===== src/rtl/pipeline_ctrl_pkg.sv =====
// Shared types and constants for the pipeline stall/flush controller.
// Latency: n/a (types and constants only).
// Backpressure: n/a.
package pipeline_ctrl_pkg;

    // Controller FSM: RUN is normal flow, WAIT holds the pipe on a slow SRAM access.
    typedef enum logic {
        ST_RUN  = 1'b0,
        ST_WAIT = 1'b1
    } state_t;

    localparam int REG_W_DEF = 4;
    localparam int CNT_W_DEF = 16;

    // Increment applied to a statistics counter that has not yet saturated.
    localparam int unsigned SAT_STEP = 1;

endpackage


===== src/rtl/pipeline_ctrl_if.sv =====
// Bundles pipeline event inputs and stall/flush controls for pipeline_ctrl.
// Latency: n/a (wiring only).
// Backpressure: n/a; master = pipeline side driving events, slave = controller.
// Signals: fwd_en, id_src1/2, id_use_src1/2, exe/mem_wb_en, exe/mem_dest,
//          exe_mem_read, branch_taken, mem_req, mem_ready (events);
//          freeze_front, freeze_back, flush_ifid, flush_idex, mem_busy and
//          the three statistics counters (controls / status).
interface pipeline_ctrl_if
    import pipeline_ctrl_pkg::*;
#(
    parameter int REG_W = REG_W_DEF,
    parameter int CNT_W = CNT_W_DEF
);
    logic             fwd_en;
    logic [REG_W-1:0] id_src1;
    logic [REG_W-1:0] id_src2;
    logic             id_use_src1;
    logic             id_use_src2;
    logic             exe_wb_en;
    logic             mem_wb_en;
    logic [REG_W-1:0] exe_dest;
    logic [REG_W-1:0] mem_dest;
    logic             exe_mem_read;
    logic             branch_taken;
    logic             mem_req;
    logic             mem_ready;

    logic             freeze_front;
    logic             freeze_back;
    logic             flush_ifid;
    logic             flush_idex;
    logic             mem_busy;
    logic [CNT_W-1:0] hazard_stalls;
    logic [CNT_W-1:0] mem_stall_cycles;
    logic [CNT_W-1:0] branch_flushes;

    modport master (
        output fwd_en, id_src1, id_src2, id_use_src1, id_use_src2,
               exe_wb_en, mem_wb_en, exe_dest, mem_dest, exe_mem_read,
               branch_taken, mem_req, mem_ready,
        input  freeze_front, freeze_back, flush_ifid, flush_idex, mem_busy,
               hazard_stalls, mem_stall_cycles, branch_flushes
    );

    modport slave (
        input  fwd_en, id_src1, id_src2, id_use_src1, id_use_src2,
               exe_wb_en, mem_wb_en, exe_dest, mem_dest, exe_mem_read,
               branch_taken, mem_req, mem_ready,
        output freeze_front, freeze_back, flush_ifid, flush_idex, mem_busy,
               hazard_stalls, mem_stall_cycles, branch_flushes
    );

endinterface


===== src/rtl/pipeline_ctrl_hazard_detect.sv =====
// RAW hazard detector for the instruction sitting in ID.
// Latency: 0 cycles (purely combinational).
// Backpressure: none; the caller decides whether the hazard bit is acted on.
// Ports: fwd_en, id_src1/2 + id_use_src1/2 (consumer), exe/mem dest + wb_en
//        (producers), exe_mem_read (EXE is a load) -> hazard.
module hazard_detect
    import pipeline_ctrl_pkg::*;
#(
    parameter int REG_W = REG_W_DEF
) (
    input  logic             fwd_en,
    input  logic [REG_W-1:0] id_src1,
    input  logic [REG_W-1:0] id_src2,
    input  logic             id_use_src1,
    input  logic             id_use_src2,
    input  logic             exe_wb_en,
    input  logic             mem_wb_en,
    input  logic [REG_W-1:0] exe_dest,
    input  logic [REG_W-1:0] mem_dest,
    input  logic             exe_mem_read,
    output logic             hazard
);

    logic exe_hit;
    logic mem_hit;

    // A producer conflicts when it writes back and either live source reads its destination.
    always_comb begin
        exe_hit = exe_wb_en && ((id_use_src1 && (id_src1 == exe_dest)) ||
                                (id_use_src2 && (id_src2 == exe_dest)));
        mem_hit = mem_wb_en && ((id_use_src1 && (id_src1 == mem_dest)) ||
                                (id_use_src2 && (id_src2 == mem_dest)));
    end

    // With forwarding only a load in EXE cannot be bypassed in time (load-use);
    // without it, any pending write in EXE or MEM must drain first.
    always_comb begin
        if (fwd_en) begin
            hazard = exe_mem_read && exe_hit;
        end else begin
            hazard = exe_hit || mem_hit;
        end
    end

endmodule


===== src/rtl/pipeline_ctrl.sv =====
// Central stall/flush controller: memory waits, taken branches, RAW hazards.
// Latency: controls are same-cycle combinational; state/counters update next clk.
// Backpressure: a slow SRAM access freezes the whole pipe until mem_ready.
// Ports: clk, rst (sync, active-high), bus (pipeline_ctrl_if.slave) carrying
//        the hazard/branch/memory events in and freeze/flush/status out.
module pipeline_ctrl
    import pipeline_ctrl_pkg::*;
#(
    parameter int CNT_W = CNT_W_DEF,
    parameter int REG_W = REG_W_DEF
) (
    input  logic           clk,
    input  logic           rst,
    pipeline_ctrl_if.slave bus
);

    state_t           state;
    logic             hazard;
    logic             mem_freeze;
    logic             branch_flush;
    logic             hazard_stall;
    logic [CNT_W-1:0] hazard_stalls_q;
    logic [CNT_W-1:0] mem_stall_cycles_q;
    logic [CNT_W-1:0] branch_flushes_q;

    hazard_detect #(
        .REG_W (REG_W)
    ) u_hazard_detect (
        .fwd_en       (bus.fwd_en),
        .id_src1      (bus.id_src1),
        .id_src2      (bus.id_src2),
        .id_use_src1  (bus.id_use_src1),
        .id_use_src2  (bus.id_use_src2),
        .exe_wb_en    (bus.exe_wb_en),
        .mem_wb_en    (bus.mem_wb_en),
        .exe_dest     (bus.exe_dest),
        .mem_dest     (bus.mem_dest),
        .exe_mem_read (bus.exe_mem_read),
        .hazard       (hazard)
    );

    // Priority: memory freeze > branch flush > hazard stall. mem_req is a don't-care
    // in WAIT because the MEM stage is frozen on the same access. Everything is
    // masked during reset so the pipe registers see a clean cycle.
    always_comb begin
        mem_freeze   = 1'b0;
        branch_flush = 1'b0;
        hazard_stall = 1'b0;
        if (!rst) begin
            if (state == ST_WAIT) begin
                mem_freeze = !bus.mem_ready;
            end else begin
                mem_freeze = bus.mem_req && !bus.mem_ready;
            end
            // A branch held in EXE during WAIT is flushed in the mem_ready cycle.
            branch_flush = bus.branch_taken && !mem_freeze;
            hazard_stall = hazard && !mem_freeze && !bus.branch_taken;
        end
    end

    assign bus.freeze_front = mem_freeze || hazard_stall;
    assign bus.freeze_back  = mem_freeze;
    assign bus.flush_ifid   = branch_flush;
    // The hazard bubble is inserted by clearing ID/EX while IF/ID holds.
    assign bus.flush_idex   = branch_flush || hazard_stall;
    assign bus.mem_busy     = !rst && (state == ST_WAIT) && !bus.mem_ready;

    always_ff @(posedge clk) begin
        if (rst) begin
            state <= ST_RUN;
        end else begin
            case (state)
                ST_RUN:  if (bus.mem_req && !bus.mem_ready) state <= ST_WAIT;
                ST_WAIT: if (bus.mem_ready)                 state <= ST_RUN;
                default: state <= ST_RUN;
            endcase
        end
    end

    // Debug statistics stick at all-ones rather than wrapping.
    always_ff @(posedge clk) begin
        if (rst) begin
            hazard_stalls_q    <= '0;
            mem_stall_cycles_q <= '0;
            branch_flushes_q   <= '0;
        end else begin
            if (hazard_stall && (hazard_stalls_q != '1)) begin
                hazard_stalls_q <= hazard_stalls_q + CNT_W'(SAT_STEP);
            end
            if (mem_freeze && (mem_stall_cycles_q != '1)) begin
                mem_stall_cycles_q <= mem_stall_cycles_q + CNT_W'(SAT_STEP);
            end
            if (branch_flush && (branch_flushes_q != '1)) begin
                branch_flushes_q <= branch_flushes_q + CNT_W'(SAT_STEP);
            end
        end
    end

    assign bus.hazard_stalls    = hazard_stalls_q;
    assign bus.mem_stall_cycles = mem_stall_cycles_q;
    assign bus.branch_flushes   = branch_flushes_q;

endmodule


===== src/flat_wrapper.sv =====
// flat-port wrapper written by rule: the top's interface ports become plain ports
module pipeline_ctrl_flat import pipeline_ctrl_pkg::*;
#(
    parameter int CNT_W = CNT_W_DEF,
    parameter int REG_W = REG_W_DEF
)
  (clk, rst, bus_fwd_en, bus_id_src1, bus_id_src2, bus_id_use_src1, bus_id_use_src2, bus_exe_wb_en, bus_mem_wb_en, bus_exe_dest, bus_mem_dest, bus_exe_mem_read, bus_branch_taken, bus_mem_req, bus_mem_ready, bus_freeze_front, bus_freeze_back, bus_flush_ifid, bus_flush_idex, bus_mem_busy, bus_hazard_stalls, bus_mem_stall_cycles, bus_branch_flushes);
  pipeline_ctrl_if #(.REG_W(REG_W), .CNT_W(CNT_W)) bus_i ();
  input  logic clk;
  input  logic rst;
  input wire logic [$bits(bus_i.fwd_en)-1:0] bus_fwd_en;
  input wire logic [$bits(bus_i.id_src1)-1:0] bus_id_src1;
  input wire logic [$bits(bus_i.id_src2)-1:0] bus_id_src2;
  input wire logic [$bits(bus_i.id_use_src1)-1:0] bus_id_use_src1;
  input wire logic [$bits(bus_i.id_use_src2)-1:0] bus_id_use_src2;
  input wire logic [$bits(bus_i.exe_wb_en)-1:0] bus_exe_wb_en;
  input wire logic [$bits(bus_i.mem_wb_en)-1:0] bus_mem_wb_en;
  input wire logic [$bits(bus_i.exe_dest)-1:0] bus_exe_dest;
  input wire logic [$bits(bus_i.mem_dest)-1:0] bus_mem_dest;
  input wire logic [$bits(bus_i.exe_mem_read)-1:0] bus_exe_mem_read;
  input wire logic [$bits(bus_i.branch_taken)-1:0] bus_branch_taken;
  input wire logic [$bits(bus_i.mem_req)-1:0] bus_mem_req;
  input wire logic [$bits(bus_i.mem_ready)-1:0] bus_mem_ready;
  output wire logic [$bits(bus_i.freeze_front)-1:0] bus_freeze_front;
  output wire logic [$bits(bus_i.freeze_back)-1:0] bus_freeze_back;
  output wire logic [$bits(bus_i.flush_ifid)-1:0] bus_flush_ifid;
  output wire logic [$bits(bus_i.flush_idex)-1:0] bus_flush_idex;
  output wire logic [$bits(bus_i.mem_busy)-1:0] bus_mem_busy;
  output wire logic [$bits(bus_i.hazard_stalls)-1:0] bus_hazard_stalls;
  output wire logic [$bits(bus_i.mem_stall_cycles)-1:0] bus_mem_stall_cycles;
  output wire logic [$bits(bus_i.branch_flushes)-1:0] bus_branch_flushes;
  assign bus_i.fwd_en = bus_fwd_en;
  assign bus_i.id_src1 = bus_id_src1;
  assign bus_i.id_src2 = bus_id_src2;
  assign bus_i.id_use_src1 = bus_id_use_src1;
  assign bus_i.id_use_src2 = bus_id_use_src2;
  assign bus_i.exe_wb_en = bus_exe_wb_en;
  assign bus_i.mem_wb_en = bus_mem_wb_en;
  assign bus_i.exe_dest = bus_exe_dest;
  assign bus_i.mem_dest = bus_mem_dest;
  assign bus_i.exe_mem_read = bus_exe_mem_read;
  assign bus_i.branch_taken = bus_branch_taken;
  assign bus_i.mem_req = bus_mem_req;
  assign bus_i.mem_ready = bus_mem_ready;
  assign bus_freeze_front = bus_i.freeze_front;
  assign bus_freeze_back = bus_i.freeze_back;
  assign bus_flush_ifid = bus_i.flush_ifid;
  assign bus_flush_idex = bus_i.flush_idex;
  assign bus_mem_busy = bus_i.mem_busy;
  assign bus_hazard_stalls = bus_i.hazard_stalls;
  assign bus_mem_stall_cycles = bus_i.mem_stall_cycles;
  assign bus_branch_flushes = bus_i.branch_flushes;
  pipeline_ctrl #(.CNT_W(CNT_W), .REG_W(REG_W)) u_core (.clk(clk), .rst(rst), .bus(bus_i));
endmodule

===== config.mk =====
export PLATFORM = sky130hd
export DESIGN_NAME = pipeline_ctrl_flat
export DESIGN_NICKNAME = d
export VERILOG_FILES = /design/src/rtl/pipeline_ctrl_pkg.sv /design/src/rtl/pipeline_ctrl_if.sv /design/src/rtl/pipeline_ctrl_hazard_detect.sv /design/src/rtl/pipeline_ctrl.sv /design/src/flat_wrapper.sv
export SDC_FILE = /design/constraint.sdc
export NUM_CORES = 1
export LEC_CHECK = 0
export BUFFER_PORTS_ARGS = -buffer_cell sky130_fd_sc_hd__buf_2
export CAP_MARGIN = 20
export CORE_MARGIN = 5
export CORE_UTILIZATION = 46
export CTS_CLUSTER_SIZE = 28
export DETAILED_ROUTE_END_ITERATION = 12
export PLACE_DENSITY = 0.76
export SLEW_MARGIN = 20
export SYNTH_ARGS = -nofsm -noshare
export SYNTH_HDL_FRONTEND = slang
export SYNTH_SLANG_ARGS = --single-unit

===== constraint.sdc =====
create_clock -name clk -period 1.8 [get_ports clk]
set_input_delay 0 -clock clk [delete_from_list [all_inputs] [get_ports clk]]
set_output_delay 0 -clock clk [all_outputs]
set_load 0.01 [all_outputs]

==> summary.md, run 1 <==
| Metric | Value |
|---|---|
| Seq/Total Area, Yosys | `0.377` |
| Diode count | `0` |
| Area of the die | `~7300 µm²` |
| Post-synthesis cell type count | `39` |
| Placed Instances | `491` |
| Clk pin slew, worst setup/hold paths | `roughly 0.090 ns` |
| Setup crit start | `u_core.bus.hazard_stalls[12]` |
| Slew Viols, Final | `0` |
| Gate Count Post-Synth | `between 300 and 400` |
| Most common cell in the netlist | `dfxtp_1` |
| Net Count, Synth | `341` |
| Slowest CP cell | `or4_4` |
| Largest net degree at the start of global routing | `52` |
| Synth Area per Inst | `around 8.4 µm²` |
| Crit start category | `flip-flop` |
| Peak Freq | `542 MHz` |
| I/O pin cnt | `80` |
| Tcrit/Tclk final | `1.02` |
| Run status | `finished with violations` |
| Worst-Margin Slew | `0.538 ns` |
| Finished Layout Cells | `502` |
| Violated checks | `setup timing` |
| Final Routed Wirelength | `~7 mm` |
| Worst Hold Class | `primary input to flip-flop` |
| First drt pass iteration count | `5` |
| FP Rows | `27` |
| Drt wl/cell | `13.9 µm` |
| CP required | `2.04 ns` |
| Fin nets | `between 400 and 500` |
| Met2 GRT Util | `0.327` |
| Layout area overhead | `38.5%` |
| Rel. slew slack | `0.642` |
| Delay of the slowest cell on the worst path | `about 0.49 ns` |
| # Max-Cap Violations | `0` |
| Avg Vias per Cell | `5.33` |
| Chip Height | `85.2 µm` |
| FF+latch count, synth | `49` |
| Leak | `1.57 nW` |
| Total power | `1.94 mW` |
| CTS Buf Count | `5` |
| Crit. End Element | `flip-flop` |
| All-Layer GR Usage | `0.188` |
| Cell chain of the critical path | `and3_4 -> and2_4 -> nand4_1 -> nor3_2 -> or3_4 -> or4_4 -> a21oi_2` |
| Initial core utilization | `0.472` |
| Clock sink count | `just under 50` |
| Root buffer cell | `clkbuf_8` |
| Unrepaired setup endpoints after global routing | `yes` |
| ANT nets after route | `0` |
| Skew final | `0.00499 ns` |
| Netlist Area Pre-Place | `2600 µm²` |
| Synth cell count leaders | `49 x dfxtp_1, 39 x nor2_1, 23 x xor2_1` |
| Most area-consuming cells after synthesis | `dfxtp_1 38%, xor2_1 7.7%, xnor2_1 5.7%` |
| Final hold violations | `0` |
| Number of synthesized flops with an enable pin | `0` |
| Cell Pwr Density | `538 nW/µm²` |
| Yosys warns | `0` |
| Share of cells above drive strength 1 | `0.400` |
| Minimum clock period | `1.84 ns` |
| Initial antenna violation count | `0` |
| CTS tree | `built` |
| Core area | `5510 µm²` |
| Port Buffers | `79` |
| Worst R2R Path Depth | `7` |
| VDD IR max | `around 0.31 mV` |
| Hold Slack | `0.137 ns` |
| Via count | `2677` |
| Dpl hpwl | `5.00 mm` |
| H-tree depth reported by CTS | `2` |
| Clk_lat worst skew | `0.30 ns` |
| DR DRC count | `0` |
| GRT busiest layer | `met2` |
| Crit path DAT | `between 2 and 2.5 ns` |
| Finish-stage setup viols | `4` |
| GRT met3 Usage | `0.0408` |
| Fin util | `0.654` |
| Die width | `85.2 µm` |
| Fillers | `a little under 500` |
| Routability Congestion | `0.826` |
| Initial DRC count | `143` |
| First-pass GRT wire length | `around 11 mm` |
| Area leader, netlist | `dfxtp_1` |
| CP Class | `flip-flop to flip-flop` |
| CTS Buffer Depth | `2` |
| Number of global-route vias before repair | `2518` |
| Worst hold path depth | `4` |
| Post-synth top flop | `dfxtp_1` |
| Final worst slack | `-0.0442 ns` |
| GR Util met1 | `0.225` |
| Ys async rst share | `0` |
| Total gr overflow | `0` |
| Worst min-delay path startpoint | `bus_mem_ready` |
| Crit-path max FO | `7` |
| R2r startpoint | `u_core.bus.hazard_stalls[12]` |
| Synth top area share | `0.377` |
## cells by family (layout without fill, tap and decap cells)
| group | Yosys count | count (layout) | share of synthesized area |
|---|---|---|---|
| AOI/OAI and AO/OA | 35 | 35 | 0.0789 |
| xor gates and xnor gates | 40 | 40 | 0.135 |
| adders and majority gates | 3 | 3 | 0.0144 |
| buffers and inverters | 20 | 139 | 0.0342 |
| DFF | 49 | 49 | 0.377 |
| muxes | 7 | 7 | 0.0303 |
| and+or+nand+nor | 157 | 157 | 0.330 |
## area by class of cell
class | count | area [µm²] | share of cell area
sequential | 49 | 985 | 0.273
clock buffer | 6 | 72.6 | 0.0201
multi-input combinational | 242 | 1670 | 0.463
tap | 72 | 90.1 | 0.0250
inverter | 9 | 38.8 | 0.0108
timing repair buffer | 122 | 737 | 0.205
clock inverter | 2 | 10.0 | 0.00278
## cell usage in the layout, fill, tap and decap left out, types with 8 or more instances in the layout
cell type   n
buf_2      79
dfxtp_1    46
buf_4      40
nor2_1     38
xor2_1     23
nand2_1    18
nand3_1    17
xnor2_1    16
nand4_1    15
o21ai_0    12
a21oi_1    12
nor2b_1     9
inv_1       8
## registers in the layout, summed over array words and instances, names as in the netlist
register	count
u_core.bus.hazard_stalls	16
u_core.state	1
u_core.bus.mem_stall_cycles	16
u_core.bus.branch_flushes	16
## layer usage
metal  wire (µm)  up-vias  share of wire
met5           0        -              0
met4         140        0          0.020
met3         396       14          0.057
met2        3610       75           0.52
met1        2840     1263           0.41
li1            -     1325              -
## worst max-delay path: cells and delay by family (launching register included)
| family | cells | cell delay [ns] |
|---|---|---|
| flip-flops | 1 | 0.33 |
| AO/OA/AOI/OAI | 1 | 0.12 |
| AND/OR/NAND/NOR | 6 | 1.33 |
## path summary, 6_finish.rpt
check	endpoint	slack, ns
worst max-delay path	u_core.bus.hazard_stalls[13]	-0.04
worst min-delay path	u_core.state	0.14
worst max register to register	u_core.bus.hazard_stalls[13]	-0.04
worst min register to register	u_core.bus.hazard_stalls[10]	0.51
## where the power goes
group	switching, mW	total, mW	internal (mW)
combinational	0.113	0.202	0.0885
clock	0.369	0.640	0.270
sequential	0.00612	1.10	1.09
total	0.489	1.94	1.45
## stage by stage
stage	worst slack [ns]	TNS [ns]	area (µm²)
after global routing	-0.116	-1.04	3600
after floorplan	-0.0662	-0.223	2630
final	-0.0442	-0.0940	3600
after global placement	-0.0501	-0.0807	3370
after CTS	-0.0558	-0.0958	3500
after detailed placement	-0.102	-0.420	3370
## repair_timing
action / CTS / global route
pin swaps: 2 / 8
hold buffers: 1 / 0
gates resized for setup: 9 / 18
endpoints found under the hold margin: 4 / 0
setup endpoints to repair: 11 / 32
buffers inserted: 0 / 2
cloned: 0 / 0
No activity file was read; power rests on OpenSTA's default activity.
==> run 2: changes to the inputs <==
--- a/config.mk
+++ b/config.mk
@@ -16,3 +16,4 @@
 export SYNTH_ARGS = -nofsm -noshare
 export SYNTH_HDL_FRONTEND = slang
 export SYNTH_SLANG_ARGS = --single-unit
+export TNS_END_PERCENT = 100
==> constraint.sdc (replaced) <==
create_clock -name clk -period 1.8 [get_ports clk]
set_input_delay 0.09 -clock clk [delete_from_list [all_inputs] [get_ports clk]]
set_output_delay 0.09 -clock clk [all_outputs]
set_load 0.01 [all_outputs]
==> run 2 against run 1 <==
- global-route usage decreased by 0.19 points
- sequential cell count unchanged
- highest routed layer unchanged
- combinational power about the same
- die area did not move
- fmax shrank 0.65%
- sequential power about the same
- non-clock buffer count unchanged
- largest cell class unchanged
- clock skew up 0.0095 ns
- design area rose by 1.1%
- the run still ends with setup timing left
- critical endpoint is now u_core.bus.mem_stall_cycles[15]
==> summary.md, run 2 (synthesis results as in run 1) <==
| Metric | Value |
|---|---|
| DR DRC count | `0` |
| All-Layer GR Usage | `0.186` |
| CP bufs+invs | `1` |
| Cell Pwr Density | `614 nW/µm²` |
| Final hold violations | `0` |
| Delay of the slowest cell on the worst path | `approximately 0.39 ns` |
| Total gr overflow | `0` |
| CTS Buf Count | `5` |
| Worst Hold Class | `primary input to flip-flop` |
| H-tree depth reported by CTS | `2` |
| VDD IR max | `0.496 mV` |
| Crit start category | `flip-flop` |
| Worst R2R Path Depth | `7` |
| Minimum clock period | `1.86 ns` |
| CTS Buffer Depth | `2` |
| Violated checks | `setup timing` |
| R2r startpoint | `u_core.state` |
| Unrepaired setup endpoints after global routing | `yes` |
| Critical Path Most Common Cell | `or3_4` |
| Dpl hpwl | `5.08 mm` |
| Worst-Margin Slew | `approximately 0.54 ns` |
| Worst hold path depth | `2` |
| Tcrit/Tclk final | `1.03` |
| Final worst slack | `-0.0563 ns` |
| Most frequent cells in the layout | `79 x buf_2, 45 x dfxtp_1, 42 x buf_4` |
| Root buffer cell | `clkbuf_8` |
| Final instance area | `about 3600 µm²` |
| Commonest non-fill, non-tap cell in the layout | `buf_2` |
| Clock share of power | `0.420` |
| Area of the die | `7260 µm²` |
| Crit path DAT | `approximately 2.1 ns` |
| Sequential power share | `0.490` |
| First drt pass iteration count | `4` |
| Finish-stage setup viols | `6` |
| Top delay family on crit path | `simple AND/OR/NAND/NOR gates` |
| Routability Congestion | `~0.83` |
| Chip Height | `approximately 85 µm` |
| Hold Slack | `0.0215 ns` |
| Multi-input gate area | `1660 µm²` |
| Fillers | `467` |
| Clk pin slew, worst setup/hold paths | `0.10 ns` |
| Core area | `~5500 µm²` |
| Clk_lat worst skew | `0.31 ns` |
| Crit-path max FO | `6` |
| Slowest CP cell | `or3_4` |
| # Max-Cap Violations | `0` |
| Cell chain of the critical path | `nor2_2 -> or3_4 -> clkinv_4 -> nand4_4 -> or3_4 -> or3_4 -> a21oi_2` |
| Final Routed Wirelength | `6.69 mm` |
| Int Pwr | `1.74 mW` |
| Drt wl/cell | `13.3 µm` |
| Initial core utilization | `0.472` |
| Initial antenna violation count | `0` |
| Port Buffers | `79` |
| Internal reg-to-reg setup slack | `-0.06 ns` |
| Critical Path End | `u_core.bus.mem_stall_cycles[15]` |
| I/O pin cnt | `80` |
| Crit. End Element | `flip-flop` |
| Slew Viols, Final | `0` |
| P_sw | `~0.50 mW` |
| Avg Vias per Cell | `5.27` |
| Hold buffers post-CTS | `0` |
| Layout area overhead | `40.0%` |
| Fin nets | `~460` |
| Number of global-route vias before repair | `2623` |
| FF+latch area | `between 900 and 1000 µm²` |
| Rel. slew slack | `0.638` |
| Setup crit start | `u_core.state` |
| ANT nets after route | `0` |
| CP Class | `flip-flop to flip-flop` |
| Die width | `85.2 µm` |
| Initial DRC count | `161` |
| Diode count | `0` |
| Comb pwr share | `0.090` |
| WP depth | `7` |
| FP Rows | `27` |
| Largest net degree at the start of global routing | `53` |
| Area after DPL | `3380 µm²` |
| Skew final | `0.0144 ns` |
| First-pass GRT wire length | `11.4 mm` |
| Run status | `finished with violations` |
| Via count | `2645` |
| Share of cells above drive strength 1 | `0.402` |
| Sw frac | `0.223` |
| CP required | `2.03 ns` |
| CTS tree | `built` |
| Worst flop-to-flop path endpoint | `u_core.bus.mem_stall_cycles[15]` |
| Peak Freq | `539 MHz` |
| Leak | `1.60 nW` |
| Clock sink count | `between 40 and 50` |
==> run 2: cell types whose count changed in the layout (fill, tap and decap cells not counted), moves of 2 or more <==
cell	before	now
nand2b_2	0	2
buf_4	40	42
bufinv_16	0	2
nor3_2	7	5
clkinv_2	2	0
nand2b_1	3	1
==> run 2: worst reg2reg max path: cells and delay by family (launching register included) <==
family	cells	cell delay [ns]
buffers and inverters	1	0.07
AOI/OAI and AO/OA	1	0.12
DFF	1	0.35
and+or+nand+nor	5	1.23
==> run 2: final cells by class <==
type / instances / share of cell area
Clock inverter: 3 / 0.0189
Inverter: 9 / 0.0106
Sequential cell: 49 / 0.271
Tap cell: 72 / 0.0247
Timing Repair Buffer: 122 / 0.201
Clock buffer: 5 / 0.0189
Multi-Input combinational cell: 242 / 0.456
==> run 2: worst min-delay path by stage <==
stage,to,slack (ns),start
floorplan,bus_mem_busy,0.23,bus_mem_ready
global placement,u_core.bus.mem_stall_cycles[6],0.35,rst
detailed placement,u_core.bus.mem_stall_cycles[6],0.36,rst
CTS,u_core.bus.mem_stall_cycles[7],0.02,rst
global route,u_core.bus.mem_stall_cycles[5],0.01,rst
finish,u_core.bus.mem_stall_cycles[7],0.02,rst
==> run 2: metal layers <==
| metal | track usage | up-vias | wire length, µm |
|---|---|---|---|
| met2 | 0.340 | 64 | 3420 |
| met1 | 0.223 | 1242 | 2880 |
| li1 | - | 1332 | - |
| met4 | 0.0403 | 0 | 63 |
| met3 | 0.0369 | 7 | 328 |
| met5 | 0 | - | 0 |
==> run 2: power by group through the flow <==
| stage | clock (mW) | combinational, mW | sequential (mW) |
|---|---|---|---|
| 6_report | 0.940 | 0.201 | 1.10 |
| 4_1_cts | 0.959 | 0.199 | 1.10 |
| 5_1_grt | 1.02 | 0.225 | 1.10 |
| 3_3_place_gp | 0 | 0.189 | 1.12 |
| 2_1_floorplan | 0 | 0.0986 | 1.13 |
| 3_5_place_dp | 0 | 0.194 | 1.12 |
==> run 2: per-stage QoR <==
stage	setup TNS (ns)	instances	utilization	worst slack [ns]	power [mW]
after floorplan	-0.223	311	-	-0.0662	1.22
after global placement	-0.139	493	0.615	-0.0613	1.31
after detailed placement	-0.560	493	0.615	-0.108	1.32
after CTS	-0.110	502	0.648	-0.0386	2.25
after global routing	-1.64	502	0.661	-0.150	2.34
final	-0.184	502	0.661	-0.0563	2.24
==> run 2: what timing repair did <==
item | 4_1_cts | 5_1_grt
setup endpoints to repair | 17 | 36
buffers inserted | 1 | 0
gates resized for setup | 9 | 17
pin swaps | 0 | 4
